$ cat src/rtl/ps2_keycode_packer.sv
// PS/2 scan-code set 2 receiver that keeps four held-key HID usage codes
// packed into a 32-bit word for the tank movement and fire logic.
module ps2_keycode_packer #(
    parameter int TIMEOUT_CYCLES = 50000
) (
    input  logic        Clk,
    input  logic        Reset_n,
    input  logic        ps2_clk,
    input  logic        ps2_data,
    output logic [31:0] keycode,
    output logic        key_event,
    output logic        frame_err
);

    localparam int CNT_W = $clog2(TIMEOUT_CYCLES + 1);
    localparam logic [CNT_W-1:0] TIMEOUT_MAX = CNT_W'(TIMEOUT_CYCLES);

    typedef enum logic [1:0] {
        RX_IDLE,
        RX_DATA,
        RX_PARITY,
        RX_STOP
    } rx_state_t;

    rx_state_t        rx_state;
    logic             clk_s1, clk_s2, clk_prev;
    logic             data_s1, data_s2;
    logic             fall;
    logic [2:0]       bit_cnt;
    logic [7:0]       shift_reg;
    logic             parity_bit;
    logic [CNT_W-1:0] timeout_cnt;
    logic             byte_valid;
    logic             ext, brk;
    logic [7:0]       hid;
    logic             mapped;
    logic             present;
    logic             placed;
    logic [31:0]      next_keycode;

    // Synchronizers reset to the idle-high line level so reset release never fakes an edge.
    always_ff @(posedge Clk or negedge Reset_n) begin
        if (!Reset_n) begin
            clk_s1   <= 1'b1;
            clk_s2   <= 1'b1;
            clk_prev <= 1'b1;
            data_s1  <= 1'b1;
            data_s2  <= 1'b1;
        end else begin
            clk_s1   <= ps2_clk;
            clk_s2   <= clk_s1;
            clk_prev <= clk_s2;
            data_s1  <= ps2_data;
            data_s2  <= data_s1;
        end
    end

    assign fall = clk_prev & ~clk_s2;

    always_ff @(posedge Clk or negedge Reset_n) begin
        if (!Reset_n) begin
            rx_state    <= RX_IDLE;
            bit_cnt     <= 3'd0;
            shift_reg   <= 8'h00;
            parity_bit  <= 1'b0;
            timeout_cnt <= '0;
            byte_valid  <= 1'b0;
            frame_err   <= 1'b0;
        end else begin
            byte_valid <= 1'b0;
            frame_err  <= 1'b0;
            if (fall) begin
                timeout_cnt <= '0;
                case (rx_state)
                    RX_IDLE: begin
                        if (!data_s2) begin
                            rx_state <= RX_DATA;
                            bit_cnt  <= 3'd0;
                        end
                    end
                    RX_DATA: begin
                        shift_reg <= {data_s2, shift_reg[7:1]};
                        bit_cnt   <= bit_cnt + 3'd1;
                        if (bit_cnt == 3'd7) rx_state <= RX_PARITY;
                    end
                    RX_PARITY: begin
                        parity_bit <= data_s2;
                        rx_state   <= RX_STOP;
                    end
                    RX_STOP: begin
                        if (data_s2 && (^{shift_reg, parity_bit})) byte_valid <= 1'b1;
                        else                                         frame_err  <= 1'b1;
                        rx_state <= RX_IDLE;
                    end
                    default: rx_state <= RX_IDLE;
                endcase
            end else if (rx_state != RX_IDLE) begin
                if (timeout_cnt == TIMEOUT_MAX) begin
                    rx_state    <= RX_IDLE;
                    frame_err   <= 1'b1;
                    timeout_cnt <= '0;
                end else begin
                    timeout_cnt <= timeout_cnt + 1'b1;
                end
            end
        end
    end

    always_comb begin
        hid = 8'h00;
        case ({ext, shift_reg})
            9'h01C:  hid = 8'h04;
            9'h023:  hid = 8'h07;
            9'h01B:  hid = 8'h16;
            9'h01D:  hid = 8'h1A;
            9'h029:  hid = 8'h2C;
            9'h05A:  hid = 8'h28;
            9'h175:  hid = 8'h52;
            9'h172:  hid = 8'h51;
            9'h16B:  hid = 8'h50;
            9'h174:  hid = 8'h4F;
            default: hid = 8'h00;
        endcase
        mapped = (hid != 8'h00);
    end

    // Presses fill the lowest empty slot; releases blank their slot in place without compaction.
    always_comb begin
        next_keycode = keycode;
        present      = 1'b0;
        placed       = 1'b0;
        for (int i = 0; i < 4; i++) begin
            if (keycode[i*8 +: 8] == hid) present = 1'b1;
        end
        if (mapped && !brk && !present) begin
            for (int i = 0; i < 4; i++) begin
                if (!placed && keycode[i*8 +: 8] == 8'h00) begin
                    next_keycode[i*8 +: 8] = hid;
                    placed = 1'b1;
                end
            end
        end else if (mapped && brk) begin
            for (int i = 0; i < 4; i++) begin
                if (keycode[i*8 +: 8] == hid) next_keycode[i*8 +: 8] = 8'h00;
            end
        end
    end

    always_ff @(posedge Clk or negedge Reset_n) begin
        if (!Reset_n) begin
            ext       <= 1'b0;
            brk       <= 1'b0;
            keycode   <= 32'h0;
            key_event <= 1'b0;
        end else begin
            key_event <= 1'b0;
            if (frame_err) begin
                ext <= 1'b0;
                brk <= 1'b0;
            end else if (byte_valid) begin
                if (shift_reg == 8'hE0) begin
                    ext <= 1'b1;
                end else if (shift_reg == 8'hF0) begin
                    brk <= 1'b1;
                end else begin
                    ext       <= 1'b0;
                    brk       <= 1'b0;
                    keycode   <= next_keycode;
                    key_event <= (next_keycode != keycode);
                end
            end
        end
    end

endmodule
$ cat config.mk
export PLATFORM = sky130hd
export DESIGN_NAME = ps2_keycode_packer
export DESIGN_NICKNAME = d
export VERILOG_FILES = /design/src/rtl/ps2_keycode_packer.sv
export SDC_FILE = /design/constraint.sdc
export NUM_CORES = 1
export LEC_CHECK = 0
export BUFFER_PORTS_ARGS = -buffer_cell sky130_fd_sc_hd__buf_2
export CAP_MARGIN = 30
export CORE_MARGIN = 2
export CORE_UTILIZATION = 40
export DETAILED_ROUTE_END_ITERATION = 12
export PLACE_DENSITY = 0.61
export SLEW_MARGIN = 5
export SYNTH_ARGS = -nofsm -noshare
export SYNTH_HDL_FRONTEND = slang
export SYNTH_SLANG_ARGS = --single-unit
$ cat constraint.sdc
create_clock -name Clk -period 3.6 [get_ports Clk]
set_input_delay 0.54 -clock Clk [delete_from_list [all_inputs] [get_ports Clk]]
set_output_delay 0.54 -clock Clk [all_outputs]
set_load 0.02 [all_outputs]
==> flow_metrics.env, run 1 <==
export IMPL_netSwitchingFraction_pct=29.40
export IMPL_syn_inst=446
export IMPL_yosysUniqueCellTypes=77
export IMPL_holdBufCountCts=0
export IMPL_largest_reg_flops=32
export IMPL_grt_antenna_before_repair=0
export IMPL_crit_chain="and4bb_2 -> o211ai_1 -> and3_1 -> a21oi_1 -> o31a_1 -> nor4b_2 -> nand2_1 -> nand2_1 -> o21ai_0"
export IMPL_yosys_area_share_adder_pct=2.340
export IMPL_cp_max_fo=14
export IMPL_drc_errors=0
export IMPL_initial_core_util_pct=41.25
export IMPL_rows=37
export IMPL_worst_setup_path_type="reg -> reg"
export IMPL_synth_mux_area_fraction_pct=2.369
export IMPL_number_of_global_route_vias_before_repair=3390
export IMPL_synth_area_mm2=0.004278
export IMPL_power_per_cell_area_mw_per_mm2=434.4
export IMPL_finalHoldViolations=0
export IMPL_synth_compound_area_share_pct=16.70
export IMPL_drt_first_iter_violations=263
export IMPL_report_final_slew_viol_count=0
export IMPL_cts_htree_levels=3
export IMPL_grt_overflow_total=0
export IMPL_period_needed_ps=3244
export IMPL_ctsRootBufferMaster="sky130_fd_sc_hd__clkbuf_8"
export IMPL_clock_insertion_delay_worst_skew_ps=350
export IMPL_grt_total_usage_pct=18.57
export IMPL_fin_tns_setup_ps=0
export IMPL_critPathCaptureType="flop"
export IMPL_post_synthesis_share_of_cell_area_spent_on_and_or_nand_and_nor_gates_pct=24.89
export IMPL_crit_arrival_ps=3440
export IMPL_power_share_combinational_pct=17.8
export IMPL_finalSetupViolCount=0
export IMPL_synth_edf_count=0
export IMPL_power_static_leakage_nw=2.237
export IMPL_worst_slew_margin_rel_pct=51.75
export IMPL_vias_per_cell=5.705
export IMPL_max_stage_delay_ps=670
export IMPL_synth_async_reset_ratio_pct=100.0
export IMPL_cap_viol_max_count=0
export IMPL_status="finished clean"
export IMPL_post_layout_total_power_mw=2.085
export IMPL_seq_power_share_pct=46.7
export IMPL_avgSynthCellArea_um2=9.592
export IMPL_wire_length_of_the_first_global_routing_pass_um=17130
export IMPL_synth_sequential_area_ratio_pct=42.26
export IMPL_diodes=0
export IMPL_cts_made_buffers=9
export IMPL_numPortBuffers=37
export IMPL_yosys_most_used_dff="sky130_fd_sc_hd__dfrtp_1"
export IMPL_clock_power_share_pct=35.5
export IMPL_synth_warning_count=0
export IMPL_grt_start_max_net_pins=73
export IMPL_synth_top_family_by_area="simple AND/OR/NAND/NOR gates"
export IMPL_post_route_cells_drive_above_1_share_pct=19.63
export IMPL_place_detailed_hpwl_um=7370
export IMPL_min_delay_path_class="in -> async"
export IMPL_rsz_0062_raised_after_global_routing="false"
export IMPL_vdd_ir_drop_worst_uv=269.1
export IMPL_path_common_cell="sky130_fd_sc_hd__nand2_1"
export IMPL_routabilityCongestion=0.8818
export IMPL_tightest_slew_ps=721.1
export IMPL_critical_path_required_ps=3790
export IMPL_vias=3537
export IMPL_clock_path_buffers=2
export IMPL_cts_num_sinks=72
export IMPL_power_internal_mw=1.472
export IMPL_area_growth_synth_to_final_pct=12.20
export IMPL_depth_of_the_most_critical_reg_to_reg_path=9
export IMPL_fmax_mhz=308.3
export IMPL_synth_nets=458
export IMPL_routed_wirelength_um=10330
export IMPL_die_area_mm2=0.01154
export IMPL_pin_count=38
export IMPL_routedWlPerCell_um=16.66
export IMPL_area_of_the_core_mm2=0.01037
export IMPL_worst_setup_hold_path_clk_slew_ps=90
export IMPL_cts_tree="yes"
export IMPL_worstPathBufferInverterCount=0
export IMPL_die_height_um=107.4
export IMPL_postRouteAntennaNets=0
export IMPL_synth_seq_cells=72
export IMPL_design_final_nets=491
export IMPL_timing_critical_path_slowest_stage_cell="sky130_fd_sc_hd__dfrtp_1"
export IMPL_crit_family="simple AND/OR/NAND/NOR gates"
export IMPL_period_share_pct=90.10
export IMPL_drt_pass1_iterations=5
export IMPL_synthXorXnorAreaFrac_pct=7.166
export IMPL_die_w_um=107.4
export IMPL_worstSetupStartpointType="flop"
export IMPL_critical_path_depth=9
export IMPL_p_sw_mw=0.6129
export IMPL_timing_clock_skew_ps=20.20
[stage by stage]
| stage | hold WS (ps) | std cells | worst slack (ps) | area [um^2] | utilization, % |
|---|---|---|---|---|---|
| after CTS | 276.9 | 617 | 227.7 | 4763 | 45.93 |
| after global placement | 346.9 | 601 | 252.3 | 4532 | 43.70 |
| after detailed placement | 353.0 | 601 | 224.1 | 4532 | 43.70 |
| final | 112.0 | 620 | 356.2 | 4800 | 46.28 |
| after global routing | 131.0 | 620 | 83.68 | 4800 | 46.28 |
| after floorplan | 244.4 | 446 | 726.4 | 4278 | - |
[what timing repair did]
action | 4_1_cts | 5_1_grt
setup buffers | 0 | 2
gates resized for setup | 0 | 1
endpoints found under the setup margin | 0 | 25
[layer usage]
| layer | global-route usage, % | share of wire, % | vias to the layer above |
|---|---|---|---|
| li1 | - | - | 1683 |
| met1 | 25.62 | 47 | 1707 |
| met3 | 4.298 | 6.4 | 23 |
| met2 | 29.20 | 45 | 124 |
| met4 | 5.311 | 1.7 | 0 |
| met5 | 0 | 0 | - |
[cell families (layout without fill, tap and decap cells)]
kind of cell / Yosys count / in the layout
buffers and inverters: 35 / 73
AO/OA/AOI/OAI: 109 / 109
flip-flops: 72 / 72
multiplexers: 9 / 9
XOR/XNOR: 35 / 35
AND/OR/NAND/NOR: 178 / 178
adder cells (fa/ha/maj): 8 / 8
[synth_stat cells (8+ instances only)]
master | number | area [um^2]
sky130_fd_sc_hd__inv_1 | 13 | 48.80
sky130_fd_sc_hd__a31oi_1 | 8 | 50.05
sky130_fd_sc_hd__xor2_1 | 16 | 140.1
sky130_fd_sc_hd__a21oi_1 | 14 | 70.07
sky130_fd_sc_hd__xnor2_1 | 19 | 166.4
sky130_fd_sc_hd__nor2_1 | 30 | 112.6
sky130_fd_sc_hd__ha_1 | 8 | 100.1
sky130_fd_sc_hd__nand2_1 | 43 | 161.4
sky130_fd_sc_hd__o21ai_1 | 20 | 100.1
sky130_fd_sc_hd__clkbuf_1 | 10 | 37.54
sky130_fd_sc_hd__nor3_1 | 9 | 45.04
sky130_fd_sc_hd__mux2_2 | 9 | 101.4
sky130_fd_sc_hd__nand3_1 | 13 | 65.06
sky130_fd_sc_hd__o21ai_0 | 27 | 135.1
sky130_fd_sc_hd__dfrtp_1 | 67 | 1677
[power groups by stage]
stage	combinational (mW)	sequential (mW)	clock, mW
2_1_floorplan	0.354	0.936	0
3_3_place_gp	0.356	0.986	0
3_5_place_dp	0.370	0.988	0
4_1_cts	0.373	0.973	0.758
5_1_grt	0.419	0.988	0.789
6_report	0.371	0.973	0.741
[layout by cell type, fill, tap and decap left out, types with 6 or more instances in the layout]
cell type                  netlist  layout
sky130_fd_sc_hd__dfrtp_1        67      67
sky130_fd_sc_hd__nand2_1        43      43
sky130_fd_sc_hd__buf_2           4      36
sky130_fd_sc_hd__nor2_1         30      30
sky130_fd_sc_hd__o21ai_0        27      27
sky130_fd_sc_hd__o21ai_1        20      20
sky130_fd_sc_hd__xnor2_1        19      19
sky130_fd_sc_hd__xor2_1         16      16
sky130_fd_sc_hd__a21oi_1        14      14
sky130_fd_sc_hd__inv_1          13      13
sky130_fd_sc_hd__nand3_1        13      13
sky130_fd_sc_hd__clkbuf_8        0      11
sky130_fd_sc_hd__nor3_1          9       9
sky130_fd_sc_hd__mux2_2          9       9
sky130_fd_sc_hd__a31oi_1         8       8
sky130_fd_sc_hd__ha_1            8       8
sky130_fd_sc_hd__nand2b_1        7       7
sky130_fd_sc_hd__nor4_1          7       7
sky130_fd_sc_hd__buf_4           2       7
sky130_fd_sc_hd__nand4_1         6       6
sky130_fd_sc_hd__and2_1          6       6
sky130_fd_sc_hd__or3_1           6       6
sky130_fd_sc_hd__and3_1          6       6
[path summary, 6_finish.rpt]
| check | startpoint | end | slack [ps] |
|---|---|---|---|
| min in group Clk | ps2_clk | clk_s1$_DFF_PN1_ | 290 |
| worst max register to register | shift_reg[3]$_DFFE_PN0P_ | keycode[27]$_DFFE_PN0P_ | 360 |
| max in group asynchronous | Reset_n | keycode[29]$_DFFE_PN0P_ | 2900 |
| worst max-delay path | shift_reg[3]$_DFFE_PN0P_ | keycode[27]$_DFFE_PN0P_ | 360 |
| worst min register to register | data_s1$_DFF_PN1_ | data_s2$_DFF_PN1_ | 360 |
| worst min-delay path | Reset_n | timeout_cnt[12]$_DFFE_PN0N_ | 110 |
[area by class of cell]
cell class | count | area (um^2)
clock inverter | 4 | 76.32
clock buffer | 12 | 155.1
timing repair buffer | 44 | 252.7
fill | 993 | 5570
multi-input combinational | 339 | 2288
tap | 136 | 170.2
sequential | 72 | 1808
inverter | 13 | 48.80
(Power assumes the default switching activity.)
==> inputs of run 2 (changes only) <==
--- a/config.mk
+++ b/config.mk
@@ -7,7 +7,6 @@
 export LEC_CHECK = 0
 export BUFFER_PORTS_ARGS = -buffer_cell sky130_fd_sc_hd__buf_2
 export CAP_MARGIN = 30
-export CORE_MARGIN = 2
 export CORE_UTILIZATION = 40
 export DETAILED_ROUTE_END_ITERATION = 12
 export PLACE_DENSITY = 0.61
==> run 2 against run 1 <==
Net effect: total power shrank 4.9%; maximum frequency is 3.3% lower; sequential power barely moved; critical path depth rose by 1; hold slack gained 140 ps; count of clock-buffer cells in the layout up 1; cell count is 0.16% lower; sequential share of layout area grew 0.44 points; die area down 3.7%.
==> flow_metrics.env, run 2 (synthesized netlist as in run 1, its figures left out) <==
export IMPL_grt_antenna_before_repair=0
export IMPL_clock_insertion_delay_worst_skew_ps=350
export IMPL_worst_setup_path_type="reg -> reg"
export IMPL_finalCoreUtilization_pct=45.96
export IMPL_clock_path_buffers=2
export IMPL_rows=37
export IMPL_fmax_mhz=298.1
export IMPL_design_final_nets=490
export IMPL_timing_rr_start="shift_reg[3]$_DFFE_PN0P_"
export IMPL_routed_wirelength_um=10250
export IMPL_status="finished clean"
export IMPL_worst_setup_hold_path_clk_slew_ps=70
export IMPL_finalNonFillerCells=619
export IMPL_worstSetupStartpointType="flop"
export IMPL_crit_end="key_event$_DFF_PN0_"
export IMPL_initial_core_util_pct=41.44
export IMPL_most_common_layout_cells="67 x sky130_fd_sc_hd__dfrtp_1, 43 x sky130_fd_sc_hd__nand2_1, 37 x sky130_fd_sc_hd__buf_2"
export IMPL_routedWlPerCell_um=16.56
export IMPL_placed_cells_incl_taps=603
export IMPL_postRouteAntennaNets=0
export IMPL_fin_area_mm2=0.004745
export IMPL_diodes=0
export IMPL_cp_max_fo=14
export IMPL_startpoint="shift_reg[3]$_DFFE_PN0P_"
export IMPL_critical_path_required_ps=3890
export IMPL_whs_ps=252.1
export IMPL_grt_start_max_net_pins=35
export IMPL_cts_tree="yes"
export IMPL_drt_first_iter_violations=289
export IMPL_ctsRootBufferMaster="sky130_fd_sc_hd__clkbuf_8"
export IMPL_finalHoldViolations=0
export IMPL_die_w_um=105.4
export IMPL_grt_total_usage_pct=19.67
export IMPL_final_common_cell="sky130_fd_sc_hd__dfrtp_1"
export IMPL_post_route_cells_drive_above_1_share_pct=19.25
export IMPL_drt_pass1_iterations=4
export IMPL_largest_reg_flops=32
export IMPL_cts_htree_levels=3
export IMPL_grt_overflow_total=0
export IMPL_drc_errors=0
export IMPL_finalSetupViolCount=0
export IMPL_place_detailed_hpwl_um=7444
export IMPL_die_area_mm2=0.01111
export IMPL_wire_length_of_the_first_global_routing_pass_um=17100
export IMPL_timing_clock_skew_ps=8.805
export IMPL_number_of_global_route_vias_before_repair=3305
export IMPL_fin_tns_setup_ps=0
export IMPL_period_needed_ps=3354
export IMPL_vdd_ir_drop_worst_uv=269.6
export IMPL_period_share_pct=93.17
export IMPL_cts_num_sinks=72
export IMPL_min_delay_path_class="in -> async"
export IMPL_power_per_cell_area_mw_per_mm2=418.1
export IMPL_vias=3496
export IMPL_tightest_slew_ps=754.6
export IMPL_rsz_0062_raised_after_global_routing="false"
export IMPL_power_static_leakage_nw=2.217
export IMPL_cap_viol_max_count=0
export IMPL_crit_arrival_ps=3640
export IMPL_worst_slew_margin_rel_pct=49.69
export IMPL_detailed_place_area_mm2=0.004544
export IMPL_pin_count=38
export IMPL_numPortBuffers=37
export IMPL_r2r_setup_slack_ps=250
export IMPL_area_of_the_core_mm2=0.01032
export IMPL_routabilityCongestion=0.9278
export IMPL_cts_made_buffers=9
export IMPL_regToRegEndpoint="key_event$_DFF_PN0_"
export IMPL_depth_of_the_most_critical_reg_to_reg_path=10
export IMPL_report_final_slew_viol_count=0
export IMPL_critPathCaptureType="flop"
export IMPL_die_height_um=105.4
export IMPL_vias_per_cell=5.648
export IMPL_area_growth_synth_to_final_pct=10.91
==> run 2: cell count changes in the layout (fill, tap and decap cells not counted), sizes merged <==
cell      previous run  this run
clkinv               1         2
clkbuf              12        13
clkinvlp             1         0
buf                 44        43
bufinv               2         1
==> run 2: repair_timing <==
item                       4_1_cts  5_1_grt
setup buffers                    0        0
setup endpoints to repair        0        1
hold buffers                     0        0
gates resized for setup          0        1
==> run 2: worst min path at each step <==
stage                            startpoint                      end  slack (ps)
after floorplan                     Reset_n   bit_cnt[0]$_DFFE_PN0P_         240
after global placement    data_s1$_DFF_PN1_        data_s2$_DFF_PN1_         350
after detailed placement  data_s1$_DFF_PN1_        data_s2$_DFF_PN1_         350
after CTS                           ps2_clk         clk_s1$_DFF_PN1_         260
after global routing               ps2_data        data_s1$_DFF_PN1_         260
final                               Reset_n  keycode[14]$_DFFE_PN0P_         250
==> run 2: critical path, cell delays in order (launching register included) <==
cell and delay (ps):
sky130_fd_sc_hd__dfrtp_1 540, sky130_fd_sc_hd__nand4bb_1 340, sky130_fd_sc_hd__or3_1 400, sky130_fd_sc_hd__and3_1 210, sky130_fd_sc_hd__buf_4 190, sky130_fd_sc_hd__xnor2_1 130, sky130_fd_sc_hd__a2111oi_1 560, sky130_fd_sc_hd__nand3_1 340
sky130_fd_sc_hd__o22ai_1 290, sky130_fd_sc_hd__a221o_1 160, sky130_fd_sc_hd__a22o_1 140
==> run 2: area by class of cell <==
type | count | area, um^2
timing repair buffer | 43 | 230.2
clock inverter | 3 | 40.04
multi-input combinational | 339 | 2288
inverter | 13 | 48.80
fill | 1005 | 5579
tap | 136 | 170.2
clock buffer | 13 | 158.9
sequential | 72 | 1808
==> run 2: routing by layer <==
metal / wire length (um) / vias up / GRT usage (%)
li1: - / 1681 / -
met1: 4760 / 1701 / 27.56
met2: 4730 / 99 / 29.37
met3: 598 / 15 / 4.824
met4: 159 / 0 / 7.042
met5: 0 / - / 0
==> run 2: stage by stage <==
stage / total power, mW / worst slack [ps]
6_report: 1.984 / 245.8
5_1_grt: 2.105 / 14.39
4_1_cts: 2.007 / 166.3
3_5_place_dp: 1.354 / 188.8
3_3_place_gp: 1.343 / 172.5
2_1_floorplan: 1.291 / 726.4
==> run 2: report_power, final <==
part	internal [mW]	leakage, nW	switching, mW
Clock	0.356	0.103	0.290
Combinational	0.172	1.13	0.196
Sequential	0.869	0.980	0.101
